--- src/rtl/load_store_unit.sv ---
// Load/store unit: single-outstanding word bus master with alignment checks and load extension.
// Optional macro LSU_TIMEOUT_EN adds a bus watchdog bounded by TIMEOUT_CYCLES.
module load_store_unit #(
    parameter int TIMEOUT_CYCLES = 255
) (
    input  logic        clk,
    input  logic        rst_n,
    input  logic        req_valid,
    output logic        req_ready,
    input  logic        mem_write,
    input  logic        mem_read,
    input  logic [2:0]  ls_type,
    input  logic [31:0] addr,
    input  logic [31:0] wdata,
    output logic        resp_valid,
    output logic [31:0] rdata,
    output logic        misaligned,
    output logic        timeout,
    output logic        bus_req,
    output logic        bus_we,
    output logic [31:0] bus_addr,
    output logic [3:0]  bus_be,
    output logic [31:0] bus_wdata,
    input  logic        bus_ack,
    input  logic [31:0] bus_rdata
);

    typedef enum logic [1:0] {
        ST_IDLE   = 2'b00,
        ST_ACCESS = 2'b01,
        ST_RESP   = 2'b10
    } state_t;

    if (TIMEOUT_CYCLES < 1 || TIMEOUT_CYCLES > 65535) begin : g_param_range
        $error("TIMEOUT_CYCLES out of range 1..65535");
    end

    function automatic logic is_legal(input logic is_store, input logic [2:0] t, input logic [1:0] a);
        logic ok;
        case (t[1:0])
            2'b00:   ok = 1'b1;
            2'b01:   ok = ~a[0];
            2'b10:   ok = (a == 2'b00);
            default: ok = 1'b0;
        endcase
        if ((is_store && t[2]) || (!is_store && (t == 3'b110))) begin
            ok = 1'b0;
        end else begin
            ok = ok;
        end
        return ok;
    endfunction

    function automatic logic [3:0] byte_en(input logic [2:0] t, input logic [1:0] a);
        case (t[1:0])
            2'b00:   return 4'b0001 << a;
            2'b01:   return 4'b0011 << a;
            2'b10:   return 4'b1111;
            default: return 4'b0000;
        endcase
    endfunction

    function automatic logic [31:0] lane_wdata(input logic [2:0] t, input logic [31:0] w);
        case (t[1:0])
            2'b00:   return {4{w[7:0]}};
            2'b01:   return {2{w[15:0]}};
            default: return w;
        endcase
    endfunction

    // Shift the addressed lane down to bit 0, then sign- or zero-extend per ls_type[2].
    function automatic logic [31:0] load_extend(input logic [2:0] t, input logic [1:0] a, input logic [31:0] w);
        logic [31:0] sh;
        sh = w >> {a, 3'b000};
        case (t[1:0])
            2'b00:   return t[2] ? {24'd0, sh[7:0]} : {{24{sh[7]}}, sh[7:0]};
            2'b01:   return t[2] ? {16'd0, sh[15:0]} : {{16{sh[15]}}, sh[15:0]};
            default: return w;
        endcase
    endfunction

    state_t      state_q, state_d;
    logic        resp_valid_q, resp_valid_d;
    logic [31:0] rdata_q, rdata_d;
    logic        misaligned_q, misaligned_d;
    logic        timeout_q, timeout_d;
    logic        bus_req_q, bus_req_d;
    logic        bus_we_q, bus_we_d;
    logic [31:0] bus_addr_q, bus_addr_d;
    logic [3:0]  bus_be_q, bus_be_d;
    logic [31:0] bus_wdata_q, bus_wdata_d;
    logic [2:0]  ls_type_q, ls_type_d;
    logic [1:0]  offset_q, offset_d;
`ifdef LSU_TIMEOUT_EN
    localparam logic [15:0] TIMEOUT_LIMIT = 16'(TIMEOUT_CYCLES);
    logic [15:0] wait_cnt_q, wait_cnt_d;
`endif

    // Next-state and next-output logic for the IDLE/ACCESS/RESP sequencer.
    always_comb begin
        state_d      = state_q;
        resp_valid_d = resp_valid_q;
        rdata_d      = rdata_q;
        misaligned_d = misaligned_q;
        timeout_d    = timeout_q;
        bus_req_d    = bus_req_q;
        bus_we_d     = bus_we_q;
        bus_addr_d   = bus_addr_q;
        bus_be_d     = bus_be_q;
        bus_wdata_d  = bus_wdata_q;
        ls_type_d    = ls_type_q;
        offset_d     = offset_q;
`ifdef LSU_TIMEOUT_EN
        wait_cnt_d   = wait_cnt_q;
`endif
        case (state_q)
            ST_IDLE: begin
                if (req_valid && (mem_read || mem_write)) begin
                    if (is_legal(mem_write, ls_type, addr[1:0])) begin
                        state_d     = ST_ACCESS;
                        bus_req_d   = 1'b1;
                        bus_we_d    = mem_write;
                        bus_addr_d  = {addr[31:2], 2'b00};
                        bus_be_d    = byte_en(ls_type, addr[1:0]);
                        bus_wdata_d = mem_write ? lane_wdata(ls_type, wdata) : 32'd0;
                        ls_type_d   = ls_type;
                        offset_d    = addr[1:0];
`ifdef LSU_TIMEOUT_EN
                        wait_cnt_d  = 16'd0;
`endif
                    end else begin
                        state_d      = ST_RESP;
                        resp_valid_d = 1'b1;
                        misaligned_d = 1'b1;
                        rdata_d      = 32'd0;
                    end
                end else begin
                    state_d = ST_IDLE;
                end
            end
            ST_ACCESS: begin
                if (bus_ack) begin
                    state_d      = ST_RESP;
                    resp_valid_d = 1'b1;
                    rdata_d      = bus_we_q ? 32'd0 : load_extend(ls_type_q, offset_q, bus_rdata);
                    bus_req_d    = 1'b0;
                    bus_we_d     = 1'b0;
                    bus_be_d     = 4'd0;
                    bus_wdata_d  = 32'd0;
                    bus_addr_d   = 32'd0;
`ifdef LSU_TIMEOUT_EN
                end else if (wait_cnt_q + 16'd1 >= TIMEOUT_LIMIT) begin
                    // Limit reached this cycle with no ack: abandon the access.
                    state_d      = ST_RESP;
                    resp_valid_d = 1'b1;
                    timeout_d    = 1'b1;
                    rdata_d      = 32'd0;
                    bus_req_d    = 1'b0;
                    bus_we_d     = 1'b0;
                    bus_be_d     = 4'd0;
                    bus_wdata_d  = 32'd0;
                    bus_addr_d   = 32'd0;
                end else begin
                    wait_cnt_d = wait_cnt_q + 16'd1;
`else
                end else begin
                    state_d = ST_ACCESS;
`endif
                end
            end
            ST_RESP: begin
                state_d      = ST_IDLE;
                resp_valid_d = 1'b0;
                misaligned_d = 1'b0;
                timeout_d    = 1'b0;
            end
            default: begin
                state_d      = ST_IDLE;
                resp_valid_d = 1'b0;
                misaligned_d = 1'b0;
                timeout_d    = 1'b0;
                bus_req_d    = 1'b0;
            end
        endcase
    end

    // State and output registers; async reset aborts any access without a response.
    always_ff @(posedge clk or negedge rst_n) begin
        if (!rst_n) begin
            state_q      <= ST_IDLE;
            resp_valid_q <= 1'b0;
            rdata_q      <= 32'd0;
            misaligned_q <= 1'b0;
            timeout_q    <= 1'b0;
            bus_req_q    <= 1'b0;
            bus_we_q     <= 1'b0;
            bus_addr_q   <= 32'd0;
            bus_be_q     <= 4'd0;
            bus_wdata_q  <= 32'd0;
            ls_type_q    <= 3'd0;
            offset_q     <= 2'd0;
`ifdef LSU_TIMEOUT_EN
            wait_cnt_q   <= 16'd0;
`endif
        end else begin
            state_q      <= state_d;
            resp_valid_q <= resp_valid_d;
            rdata_q      <= rdata_d;
            misaligned_q <= misaligned_d;
            timeout_q    <= timeout_d;
            bus_req_q    <= bus_req_d;
            bus_we_q     <= bus_we_d;
            bus_addr_q   <= bus_addr_d;
            bus_be_q     <= bus_be_d;
            bus_wdata_q  <= bus_wdata_d;
            ls_type_q    <= ls_type_d;
            offset_q     <= offset_d;
`ifdef LSU_TIMEOUT_EN
            wait_cnt_q   <= wait_cnt_d;
`endif
        end
    end

    assign req_ready  = (state_q == ST_IDLE);
    assign resp_valid = resp_valid_q;
    assign rdata      = rdata_q;
    assign misaligned = misaligned_q;
    assign timeout    = timeout_q;
    assign bus_req    = bus_req_q;
    assign bus_we     = bus_we_q;
    assign bus_addr   = bus_addr_q;
    assign bus_be     = bus_be_q;
    assign bus_wdata  = bus_wdata_q;

endmodule

--- config.mk ---
export PLATFORM = sky130hd
export DESIGN_NAME = load_store_unit
export DESIGN_NICKNAME = d
export VERILOG_FILES = /design/src/rtl/load_store_unit.sv
export SDC_FILE = /design/constraint.sdc
export NUM_CORES = 1
export LEC_CHECK = 0
export CAP_MARGIN = 20
export CORE_MARGIN = 3
export CORE_UTILIZATION = 30
export CTS_BUF_LIST = sky130_fd_sc_hd__clkbuf_8
export CTS_CLUSTER_DIAMETER = 60
export CTS_CLUSTER_SIZE = 20
export DETAILED_ROUTE_END_ITERATION = 6
export DONT_BUFFER_PORTS = 1
export PLACE_DENSITY = 0.54
export SYNTH_ARGS = -nofsm -noshare
export SYNTH_HDL_FRONTEND = slang
export SYNTH_SLANG_ARGS = --single-unit
--- constraint.sdc ---
create_clock -name clk -period 2.2 [get_ports clk]
set_input_delay 0.11 -clock clk [delete_from_list [all_inputs] [get_ports clk]]
set_output_delay 0.11 -clock clk [all_outputs]
set_load 0.02 [all_outputs]
==> impl_results.md <==
* Worst slack, placed at ~0.079 ns
* Clock skew at 0.01781 ns
* Yosys cell types at 40
* Filler cells at about 1600
* Worst-path cell chain: nand2b_1, a2111oi_4, buf_12, and2_1, buf_4, a22o_1
* Worst-path clk slew at 0.11 ns
* Nets@finish at around 660
* Fmax at 504.4 MHz
* Yosys reg bits at about 110
* Largest net degree at the start of global routing at 110
* Worst Path Arrival at 2.31 ns
* Net Switching at 2.507 mW
* Hold Vio Cnt, Final at between 100 and 150
* CP Launch Point: state_q[0]$_DFF_PN0_
* Root Driver: clkbuf_8
* Period Utilization, post-route at 90.11%
* Worst hold margin at -0.5945 ns
* Reported max-cap violation count at 0
* Grt total ovfl at 0
* Element type at the critical path end: flip-flop
* Setup violators final at 0
* Primary FF master, synth: dfrtp_1
* Comb pwr share at a little over a fifth
* Seq/Total Area, Yosys at between 50 and 60%
* Routability Congestion at 0.7690
* DRC viols at 0
* Period minus WS final at between 1.5 and 2 ns
* Final Core Density at approximately two fifths
* Critical path's slowest cell: a2111oi_4
* RR Endpoint: bus_wdata[6]$_DFFE_PN0P_
* H-tree levels at 3
* Chip width at between 100 and 150 um
* Post-synth top cells: dfrtp_1, a22o_1, nand2_1
* Worst-margin pin slew at ~0.57 ns
* WL per Instance at between 20 and 25 um
* Detailed placement HPWL at approximately 10000 um
* Post-route cell area at between 6000 and 7000 sq um
* CTS Buffer Depth at 2
* First-pass GRT wire length at 24320 um
* Worst path top cell family by delay: compound AO/OA/AOI/OAI gates
* Hold_buf cts at 102
* R2R cell count at 6
* Layout cells sized above 1 at around 7.6%
* Via density at about 5.3
* EDFF count, synth at 0
* Placed Area at 5318 sq um
* CTS tree: done
* Synth top area cells: dfrtp_1, a22o_1, mux2i_1, o2bb2ai_1, nand2_1
* Data required time of the worst path at about 2.5 ns
* IO Port Bufs at 0
* Reg-to-Reg Start: state_q[0]$_DFF_PN0_
* Cts bufs inserted at 9
* CTS Sinks at 109
* Post-synthesis mux area share at between 7 and 8%
* Rel. slew slack at 61.70%
* Row count at 46
* Run status: finished, violations left
* Max VDD drop at roughly 0.4 mV
* Post-synth top area share at a little over half
* Reg2Reg Setup Slack at roughly 0.22 ns
* Post-Syn Area at ~5100 sq um
* Largest family of logic cells by synthesized area: compound AO/OA/AOI/OAI gates
* Total power draw at ~6.3 mW
* Part of the power in the clock network at a little over a fifth
* Syn Area/Cell at between 10 and 15 sq um
* Final ANT Viol Nets at 0
* RSZ-0062 raised after global routing: false
* Critical setup path kind: flip-flop to flip-flop
* Async SR Flop Fraction at between 90% and 100%
* Area occupied by multi-input gates at 2062 sq um
* Chip height at 135.8 um
* Violations in the final reports: hold timing
* CP bufs+invs at 2
* P&R area growth vs syn at 29.89%
* Vias post-DR at approximately 4000
* Floorplan core area at around 16000 sq um
* Pint at 3.786 mW
* Simple-gate share of the synthesized area at under 10%
* CP peak stage delay at ~0.5 ns
* WL final at 16030 um
* Complex-gate fraction of the synthesized area at 23.23%
* Initial drt markers at roughly 190
* Post-synthesis xor/xnor area fraction at 0%
* Count leader, synth: dfrtp_1
* Power Dens Cells at 959.0 nW/um^2
* Post-CTS Setup Inserts at 0
* Count of pins over their slew limit at 0
* Die area at around 18000 sq um
* Final WS setup at ~0.22 ns
* Synth Area in Adders at 0%
* Net Sw Frac at between 30% and 40%
* First-pass DRT Iterations at 5
* YS warnings at 0
* Initial antenna violation count at 1
* Post-synthesis instance total at between 400 and 500
* Startpoint types: flip-flop
* Sequential Power Share at 57.2%
* Initial Util at about 31%
* Total track usage at between 10% and 20%
* Worst skew pair latency at 0.39 ns
* P_leak at 2.882 nW
* Yosys top cell by area: dfrtp_1
* Crit-path max FO at 37
* HP Class: input port to asynchronous set/reset pin
* Vias in the first global route at 4265
* Setup TNS at 0 ns
* Sequential Area at 2728 sq um
* I/O Pins at 211
* Post-CTS Resized at 0
-- cell usage in the layout, fill, tap and decap left out, types with 4 or more instances in the layout --
cell type / netlist / routed
inv_1: 31 / 31
o221ai_1: 17 / 17
buf_4: 3 / 13
clkbuf_8: 0 / 9
dlygate4sd3_1: 0 / 101
dfrtp_1: 109 / 109
and2_1: 11 / 11
a22o_1: 47 / 47
o21ai_0: 30 / 30
mux2i_1: 33 / 33
nand2_1: 43 / 43
mux2_2: 5 / 5
nand2b_1: 12 / 12
o2bb2ai_1: 22 / 22
a21oi_1: 10 / 10
o2111ai_1: 9 / 9
nor2b_1: 5 / 4
nor2_1: 17 / 17
-- layer usage --
metal | GRT usage (%) | routed length [um] | vias to the layer above
li1 | - | - | 1864
met1 | 20.75 | 6411 | 2009
met2 | 27.93 | 7638 | 214
met3 | 6.984 | 1708 | 25
met4 | 5.263 | 274 | 0
met5 | 0 | 0 | -
-- how the worst max path moves through the flow --
| stage | endpoint | slack [ns] | depth (start not counted) |
|---|---|---|---|
| 2_1_floorplan | rdata[16]$_DFFE_PN0P_ | 0.14 | 6 |
| 5_1_grt | bus_wdata[6]$_DFFE_PN0P_ | 0.08 | 6 |
| 4_1_cts | bus_wdata[6]$_DFFE_PN0P_ | 0.21 | 6 |
| 3_5_place_dp | bus_wdata[2]$_DFFE_PN0P_ | 0.08 | 6 |
| 6_report | bus_wdata[6]$_DFFE_PN0P_ | 0.22 | 6 |
| 3_3_place_gp | bus_wdata[2]$_DFFE_PN0P_ | 0.16 | 6 |
-- power groups by stage --
| stage | logic [mW] | registers [mW] | clock network (mW) |
|---|---|---|---|
| 6_report | 1.37 | 3.60 | 1.32 |
| 4_1_cts | 1.37 | 3.61 | 1.37 |
| 3_3_place_gp | 1.14 | 3.64 | 0 |
| 5_1_grt | 1.51 | 3.67 | 1.45 |
| 3_5_place_dp | 1.20 | 3.63 | 0 |
| 2_1_floorplan | 1.00 | 3.41 | 0 |
-- cell families (layout without fill, tap and decap cells) --
family,count (synthesis),in the layout
AOI/OAI and AO/OA,150,150
buffers and inverters,71,165
DFF,109,109
muxes,38,38
other,1,4
and+or+nand+nor,98,98
-- flip-flops by register name (all words and copies together) (netlist names), 2 cells and up --
register and cells:
bus_addr 30, bus_be 4, bus_wdata 32, ls_type_q 3, offset_q 2, rdata 32
state_q 2
-- metrics by stage --
stage                     cells  hold WS, ns
after floorplan             469      -0.1856
after global placement      661      -0.1812
after detailed placement    661      -0.1808
after CTS                   779      -0.6342
after global routing        780      -0.6372
final                       780      -0.5945
-- cell type report --
| class | instances | share of cell area, % |
|---|---|---|
| Inverter | 32 | 1.830 |
| Timing Repair Buffer | 117 | 17.81 |
| Clock buffer | 9 | 1.888 |
| Tap cell | 216 | 4.118 |
| Clock inverter | 7 | 1.335 |
| Antenna cell | 1 | 0.03813 |
| Multi-Input combinational cell | 289 | 31.42 |
| Sequential cell | 109 | 41.56 |
(Power assumes the default switching activity.)
